[config.mk]
export PLATFORM = sky130hd
export DESIGN_NAME = uart_tx_arbiter_flat
export DESIGN_NICKNAME = d
export VERILOG_FILES = /design/src/rtl/uart_tx_arbiter_if.sv /design/src/rtl/uart_tx_arbiter.sv /design/src/flat_wrapper.sv
export SDC_FILE = /design/constraint.sdc
export NUM_CORES = 1
export LEC_CHECK = 0
export BUFFER_PORTS_ARGS = -buffer_cell sky130_fd_sc_hd__buf_2
export CAP_MARGIN = 20
export CORE_MARGIN = 3
export CORE_UTILIZATION = 59
export DETAILED_ROUTE_END_ITERATION = 10
export PLACE_DENSITY = 0.81
export SYNTH_ARGS = -nofsm -noshare
export SYNTH_HDL_FRONTEND = slang
export SYNTH_SLANG_ARGS = --single-unit
[constraint.sdc]
create_clock -name i_clk -period 10.1 [get_ports i_clk]
set_input_delay 1.01 -clock i_clk [delete_from_list [all_inputs] [get_ports i_clk]]
set_output_delay 1.01 -clock i_clk [all_outputs]
set_load 0.005 [all_outputs]
[src/rtl/uart_tx_arbiter_if.sv]
// ----------------------------------------------------------------------------
// uart_tx_arbiter_if
// Bundles the requester handshake and the uart_tx side of uart_tx_arbiter.
// Signal names keep their i_/o_ prefixes as seen from the arbiter.
//   master : requesters + uart_tx (drive valid/data/busy)
//   slave  : the arbiter itself
// ----------------------------------------------------------------------------
interface uart_tx_arbiter_if #(
  parameter int NUM_REQ = 4
);
  localparam int GW = $clog2(NUM_REQ);

  logic [NUM_REQ-1:0]   i_req_valid;
  logic [NUM_REQ*8-1:0] i_req_data;
  logic [NUM_REQ-1:0]   o_req_ready;
  logic                 o_tx_start;
  logic [7:0]           o_tx_data;
  logic                 i_tx_busy;
  logic [GW-1:0]        o_grant_id;
  logic                 o_active;
  logic                 o_timeout;

  modport master (
    output i_req_valid,
    output i_req_data,
    output i_tx_busy,
    input  o_req_ready,
    input  o_tx_start,
    input  o_tx_data,
    input  o_grant_id,
    input  o_active,
    input  o_timeout
  );

  modport slave (
    input  i_req_valid,
    input  i_req_data,
    input  i_tx_busy,
    output o_req_ready,
    output o_tx_start,
    output o_tx_data,
    output o_grant_id,
    output o_active,
    output o_timeout
  );
endinterface

[src/rtl/uart_tx_arbiter.sv]
// ----------------------------------------------------------------------------
// uart_tx_arbiter
// Shares one uart_tx between NUM_REQ byte requesters with round-robin
// priority. A grant in IDLE registers the byte, pulses o_tx_start for one
// cycle, then waits for the UART to raise and drop i_tx_busy.
//
// Reset: i_rst_n is synchronous and ACTIVE-HIGH (1 = reset) despite its name.
//
// Optional feature: define UART_ARB_TIMEOUT_EN to abandon a byte when the
// UART never raises i_tx_busy; o_timeout then pulses TIMEOUT_CYC cycles after
// the start pulse and arbitration resumes from the dropped requester.
// Without the macro WAIT_BUSY waits forever and o_timeout is tied low.
// TIMEOUT_CYC must be at least 2 when the feature is enabled.
// ----------------------------------------------------------------------------
module uart_tx_arbiter #(
  parameter int NUM_REQ     = 4,
  parameter int TIMEOUT_CYC = 1024
) (
  input  logic             i_clk,
  input  logic             i_rst_n,
  uart_tx_arbiter_if.slave bus
);

  localparam int            GW       = $clog2(NUM_REQ);
  localparam logic [GW-1:0] LAST_IDX = GW'(NUM_REQ - 1);
  localparam logic [NUM_REQ-1:0] ONE_HOT0 = {{(NUM_REQ-1){1'b0}}, 1'b1};

  typedef enum logic [1:0] {
    ST_IDLE      = 2'd0,
    ST_START     = 2'd1,
    ST_WAIT_BUSY = 2'd2,
    ST_WAIT_DONE = 2'd3
  } state_t;

  state_t               state_r;
  state_t               state_s;
  logic [GW-1:0]        last_grant_r;
  logic [GW-1:0]        grant_id_r;
  logic [GW-1:0]        grant_s;
  logic                 found_s;
  logic                 take_s;
  logic [7:0]           sel_data_s;
  logic [7:0]           tx_data_r;
  logic                 tx_start_r;
  logic                 active_r;
  logic [NUM_REQ-1:0]   ready_s;
  logic                 tmo_hit_s;

`ifdef UART_ARB_TIMEOUT_EN
  // The counter only has to count up to TIMEOUT_CYC-2 (see tmo_hit_s).
  localparam int CW = (TIMEOUT_CYC > 2) ? $clog2(TIMEOUT_CYC) : 1;

  logic [CW-1:0] tmo_cnt_r;
  logic          timeout_r;

  // The counter holds TIMEOUT_CYC-2 on the edge where it would reach
  // TIMEOUT_CYC-1; acting on that edge puts the registered o_timeout pulse
  // exactly TIMEOUT_CYC cycles after the o_tx_start pulse.
  assign tmo_hit_s = (state_r == ST_WAIT_BUSY) && !bus.i_tx_busy &&
                     (tmo_cnt_r == CW'(TIMEOUT_CYC - 2));

  // Start-timeout counter: zero outside WAIT_BUSY, counts while waiting there
  always_ff @(posedge i_clk) begin
    if (i_rst_n) begin
      tmo_cnt_r <= '0;
      timeout_r <= 1'b0;
    end else begin
      timeout_r <= tmo_hit_s;
      if (state_r == ST_WAIT_BUSY) begin
        tmo_cnt_r <= tmo_cnt_r + CW'(1);
      end else begin
        tmo_cnt_r <= '0;
      end
    end
  end

  assign bus.o_timeout = timeout_r;
`else
  // No watchdog: WAIT_BUSY waits as long as the UART needs.
  localparam int UNUSED_TIMEOUT_CYC = TIMEOUT_CYC;

  assign tmo_hit_s     = 1'b0;
  assign bus.o_timeout = 1'b0;
`endif

  // Round-robin pick: the valid requester nearest after last_grant_r, with wrap
  always_comb begin
    int dist_v;
    int best_v;
    dist_v     = 0;
    best_v     = NUM_REQ;
    found_s    = 1'b0;
    grant_s    = last_grant_r;
    sel_data_s = 8'h00;
    for (int k = 0; k < NUM_REQ; k++) begin
      dist_v = k - int'(last_grant_r) - 1;
      if (dist_v < 0) begin
        dist_v = dist_v + NUM_REQ;
      end else begin
        dist_v = dist_v;
      end
      if (bus.i_req_valid[k] && (dist_v < best_v)) begin
        best_v     = dist_v;
        found_s    = 1'b1;
        grant_s    = GW'(k);
        sel_data_s = bus.i_req_data[8*k +: 8];
      end else begin
        best_v = best_v;
      end
    end
  end

  // Next-state logic; a grant is only taken from IDLE with the UART idle
  // and never while reset is held, so no byte is accepted during reset
  always_comb begin
    state_s = state_r;
    take_s  = 1'b0;
    case (state_r)
      ST_IDLE: begin
        if (found_s && !bus.i_tx_busy && !i_rst_n) begin
          take_s  = 1'b1;
          state_s = ST_START;
        end else begin
          state_s = ST_IDLE;
        end
      end
      ST_START: begin
        state_s = ST_WAIT_BUSY;
      end
      ST_WAIT_BUSY: begin
        if (bus.i_tx_busy) begin
          state_s = ST_WAIT_DONE;
        end else if (tmo_hit_s) begin
          state_s = ST_IDLE;
        end else begin
          state_s = ST_WAIT_BUSY;
        end
      end
      ST_WAIT_DONE: begin
        if (!bus.i_tx_busy) begin
          state_s = ST_IDLE;
        end else begin
          state_s = ST_WAIT_DONE;
        end
      end
      default: begin
        state_s = ST_IDLE;
      end
    endcase
  end

  // The accept strobe is the one combinational output: it has to appear in
  // the same cycle the requester is picked
  always_comb begin
    if (take_s) begin
      ready_s = ONE_HOT0 << grant_s;
    end else begin
      ready_s = '0;
    end
  end

  // State, grant bookkeeping and registered outputs
  always_ff @(posedge i_clk) begin
    if (i_rst_n) begin
      state_r      <= ST_IDLE;
      tx_start_r   <= 1'b0;
      tx_data_r    <= 8'h00;
      grant_id_r   <= '0;
      last_grant_r <= LAST_IDX;
      active_r     <= 1'b0;
    end else begin
      state_r    <= state_s;
      tx_start_r <= take_s;
      active_r   <= (state_s != ST_IDLE);
      if (take_s) begin
        tx_data_r    <= sel_data_s;
        grant_id_r   <= grant_s;
        last_grant_r <= grant_s;
      end else begin
        tx_data_r    <= tx_data_r;
        grant_id_r   <= grant_id_r;
        last_grant_r <= last_grant_r;
      end
    end
  end

  assign bus.o_req_ready = ready_s;
  assign bus.o_tx_start  = tx_start_r;
  assign bus.o_tx_data   = tx_data_r;
  assign bus.o_grant_id  = grant_id_r;
  assign bus.o_active    = active_r;

endmodule
[src/flat_wrapper.sv]
// flat-port wrapper written by rule: the top's interface ports become plain ports
module uart_tx_arbiter_flat 
#(
  parameter int NUM_REQ     = 4,
  parameter int TIMEOUT_CYC = 1024
)
  (i_clk, i_rst_n, bus_i_req_valid, bus_i_req_data, bus_i_tx_busy, bus_o_req_ready, bus_o_tx_start, bus_o_tx_data, bus_o_grant_id, bus_o_active, bus_o_timeout);
  uart_tx_arbiter_if #(.NUM_REQ(NUM_REQ)) bus_i ();
  input  logic i_clk;
  input  logic i_rst_n;
  input wire logic [$bits(bus_i.i_req_valid)-1:0] bus_i_req_valid;
  input wire logic [$bits(bus_i.i_req_data)-1:0] bus_i_req_data;
  input wire logic [$bits(bus_i.i_tx_busy)-1:0] bus_i_tx_busy;
  output wire logic [$bits(bus_i.o_req_ready)-1:0] bus_o_req_ready;
  output wire logic [$bits(bus_i.o_tx_start)-1:0] bus_o_tx_start;
  output wire logic [$bits(bus_i.o_tx_data)-1:0] bus_o_tx_data;
  output wire logic [$bits(bus_i.o_grant_id)-1:0] bus_o_grant_id;
  output wire logic [$bits(bus_i.o_active)-1:0] bus_o_active;
  output wire logic [$bits(bus_i.o_timeout)-1:0] bus_o_timeout;
  assign bus_i.i_req_valid = bus_i_req_valid;
  assign bus_i.i_req_data = bus_i_req_data;
  assign bus_i.i_tx_busy = bus_i_tx_busy;
  assign bus_o_req_ready = bus_i.o_req_ready;
  assign bus_o_tx_start = bus_i.o_tx_start;
  assign bus_o_tx_data = bus_i.o_tx_data;
  assign bus_o_grant_id = bus_i.o_grant_id;
  assign bus_o_active = bus_i.o_active;
  assign bus_o_timeout = bus_i.o_timeout;
  uart_tx_arbiter #(.NUM_REQ(NUM_REQ), .TIMEOUT_CYC(TIMEOUT_CYC)) u_core (.i_clk(i_clk), .i_rst_n(i_rst_n), .bus(bus_i));
endmodule
==> metrics list <==
- Synthesized area divided by synthesized cell count: 7.83 sq um
* Routed wire per std cell: 15.0 um
* Total Nets Final: 675
- Storage cell area: 320 sq um
* Final core utilization: 71.7%
* Final std cell area, no fill: 4040 sq um
* Largest net degree at the start of global routing: 24
- Wire length of the first global-routing pass: 15500 um
* # port buffers: 54
- The initial antenna violation count is 0.
- The worst pin sits at a relative slew slack of 47.8%.
* Highest clock rate: 108 MHz
* Dominant combinational cell family by area after synthesis: adder cells
- Die Span Y: 83.4 um
* Transition time at the pin with the least slew margin: 0.783 ns
- Worst setup EP type: output port
- For this run, the total global-route usage over all layers was measured as 25.8%.
- 0 antenna diodes ended up in the layout.
- Counting the buffers created by CTS gives 3.
* Clock transition time at the flip-flop clock pins of the worst setup and hold paths: 0.06 ns
- Detailed-route wire length: 9120 um
- Before antenna repair, the detailed router went through 5 iterations.
- The die covers 6950 sq um.
* RSZ-0062 raised after global routing: false
- Measured along the x axis, the die boundary spans 83.4 um.
- By instance count, the cell type seen most on the critical path is sky130_fd_sc_hd__ha_1.
- Cells with a size suffix above 1 make up 15.0% of the layout.
* Slowest cell on the critical path: sky130_fd_sc_hd__and2_1
- Clock Skews: 0.00201 ns
* Via count: 3688
- Final setup viols: 0
* Most instantiated cells after synthesis: sky130_fd_sc_hd__ha_1, sky130_fd_sc_hd__nand2_1, sky130_fd_sc_hd__a21oi_1
* Share of the yosys chip area belonging to registers: 9.07%
* Count of warnings emitted by yosys: 0
- The synthesized netlist devotes 36.2% of its cell area to adder and majority cells.
- Number of slew-limit violations in the final report: 0
* Area of the core: 5640 sq um
- From synthesis to final layout, the design area changed by 14.4%.
- STA classifies the critical path startpoint as a flip-flop.
* Crit path time final: 9.22 ns
- After legalization and detailed placement, the total HPWL measured 7400 um.
- Sum of negative setup slack: 0 ns
* CTS tree: yes
* Number of hold violations in the final report: 0
- After Yosys synthesis, and, or, nand and nor cells account for 24.8% of the synthesized area.
* Routed vias/inst: 6.09
- Synth unique cells: 66
- Synthesized-area fraction occupied by ao, oa, aoi and oai cells: 23.9%
- The largest single stage delay on the critical path is 0.63 ns.
- Summing all multi-input logic gate instances after layout gives 3180 sq um.
- The tree built by TritonCTS fans out to 16 sinks.
- At the later pin of the worst-skew pair, clock insertion delay measures 0.25 ns.
* Crit Path Category: flip-flop to output port
* Clock Tree Root: sky130_fd_sc_hd__clkbuf_8
- CTS H-tree lvls: 1
* Most used standard cell by instance count after synthesis: sky130_fd_sc_hd__ha_1
* Total standard cell area after synthesis: 3530 sq um
- The setup check on the worst reg-to-reg path leaves a slack of 1.80 ns.
- At the worst endpoint, the arrival time is 8.21 ns.
- Maximum count of clock buffers along a single path: 2
- For this run, asynchronously set or reset flops after synthesis account for 0%.
- Fillers: 472
* Setup bufs post-CTS: 0
- For the worst setup path, the data required time is 9.09 ns.
- After global routing the overflow that remains totals 0.
- Hold/Removal Path Class: flip-flop to flip-flop
- For this run, the leading register cell type out of synthesis is sky130_fd_sc_hd__dfxtp_1.
* Number of standard-cell rows in the floorplan: 27
- Of the total synthesized cell area, the portion taken by XOR and XNOR cells is 0.496%.
- Initial core utilization: 62.6%
- The cell count after synthesis came out at 451.
* Area share of the leading cell type in the synthesized netlist: 35.1%
- Number of top-level design ports: 56
- sky130_fd_sc_hd__ha_1 takes more of the synthesized area than any other cell.
* Max Cap Violations: 0
* DRT antenna net count: 0
* Cell area after placement: 3980 sq um
- Number of global-route vias before repair: 3449
- Area contributors post-synth: sky130_fd_sc_hd__ha_1, sky130_fd_sc_hd__dfxtp_1, sky130_fd_sc_hd__nand2_1
- Crit-path max FO: 23
- Result of the run: complete, no violations
* Seq cells post-synth: 16
* Post-synthesis mux area share: 0.283%
* Final period util: 91.3%
- The first routing iteration left 210 violations.
- Routability-driven placement finished with a final weighted congestion of 0.918.
- In this run, synthesis inferred 0 flip-flops with an integrated enable.
* Number of DRC violations after detailed routing: 0
## critical path: cells and delay by family (launching register included)
family,cells,cell delay (ns)
AO/OA/AOI/OAI,9,2.10
adder cells (fa/ha/maj),4,1.23
flip-flops,1,0.50
buffers and inverters,2,0.35
AND/OR/NAND/NOR,12,3.60
multiplexers,1,0.17
## sequential cells by signal, indices dropped and copies added, names as in the netlist
register / flops
u_core.bus.o_active: 1
u_core.bus.o_grant_id: 2
u_core.bus.o_tx_data: 8
u_core.bus.o_tx_start: 1
u_core.last_grant_r: 2
u_core.state_r: 2
## cell usage in the layout (no fill, tap or decap), drive strengths merged, types with 2 or more instances in the layout
cell     synthesis  final
a211o            3      3
a211oi           3      3
a21boi           2      2
a21o             3      3
a21oi           33     33
a22oi            2      2
a311oi           8      8
a31oi            9      9
and2             4      4
and3            10     10
buf              7     57
clkbuf          10      4
conb             2     41
dfxtp           16     16
fa               2      2
ha              99     99
inv             27     27
nand2           50     50
nand2b           2      2
nand3           12     12
nand3b           2      2
nand4           12     12
nor2            28     28
nor2b            4      4
nor3            14     14
nor4            10     10
nor4b            2      2
o2111ai          2      2
o211a            2      2
o211ai           2      2
o21a             6      6
o21ai           24     24
o221ai           2      2
o31a             5      5
o31ai            2      2
or2              3      3
or3              2      2
or4             10     10
## per-stage QoR
| stage | setup WS [ns] | hold WS [ns] | std cells |
|---|---|---|---|
| 2_1_floorplan | 2.21 | 0.470 | 490 |
| 3_3_place_gp | 1.33 | 0.471 | 601 |
| 3_5_place_dp | 1.06 | 0.483 | 601 |
| 4_1_cts | 0.783 | 0.491 | 605 |
| 5_1_grt | 0.188 | 0.524 | 606 |
| 6_report | 0.877 | 0.488 | 606 |
## path summary, 6_finish.rpt
path	startpoint	to	cells past startpoint
max reg2reg	u_core.last_grant_r[0]	u_core.bus.o_grant_id[0]	29
max	u_core.last_grant_r[0]	bus_o_req_ready[3]	28
min	u_core.bus.o_grant_id[1]	u_core.bus.o_grant_id[1]	2
min reg2reg	u_core.bus.o_grant_id[1]	u_core.bus.o_grant_id[1]	2
## logic make-up (layout without fill, tap and decap cells)
| logic type | count (synthesis) | count (layout) |
|---|---|---|
| adders and majority gates | 101 | 101 |
| buffers and inverters | 44 | 88 |
| muxes | 1 | 1 |
| DFF | 16 | 16 |
| other | 2 | 41 |
| xor gates and xnor gates | 2 | 2 |
| and+or+nand+nor | 166 | 166 |
| AOI/OAI and AO/OA | 119 | 119 |
## metal layers
metal	track usage [%]	wire [um]	vias up
met4	5.94	161	0
met1	33.8	4110	1704
li1	-	-	1811
met3	4.96	637	19
met2	43.6	4210	154
met5	0	0	-
## area by class of cell
| type | instances | area share [%] |
|---|---|---|
| clock buffer | 4 | 1.36 |
| inverter | 27 | 2.51 |
| multi-input combinational | 430 | 78.7 |
| sequential | 16 | 7.92 |
| tap | 72 | 2.23 |
| timing repair buffer | 57 | 7.24 |
## what timing repair did
| item | in CTS | in global routing |
|---|---|---|
| hold buffers | 0 | 0 |
| hold endpoints to repair | 0 | 0 |
| gates resized for setup | 0 | 1 |
| setup endpoints to repair | 0 | 3 |
Power is not shown: default switching activity piles up to over one toggle a cycle in this logic, so the estimate is an artifact.
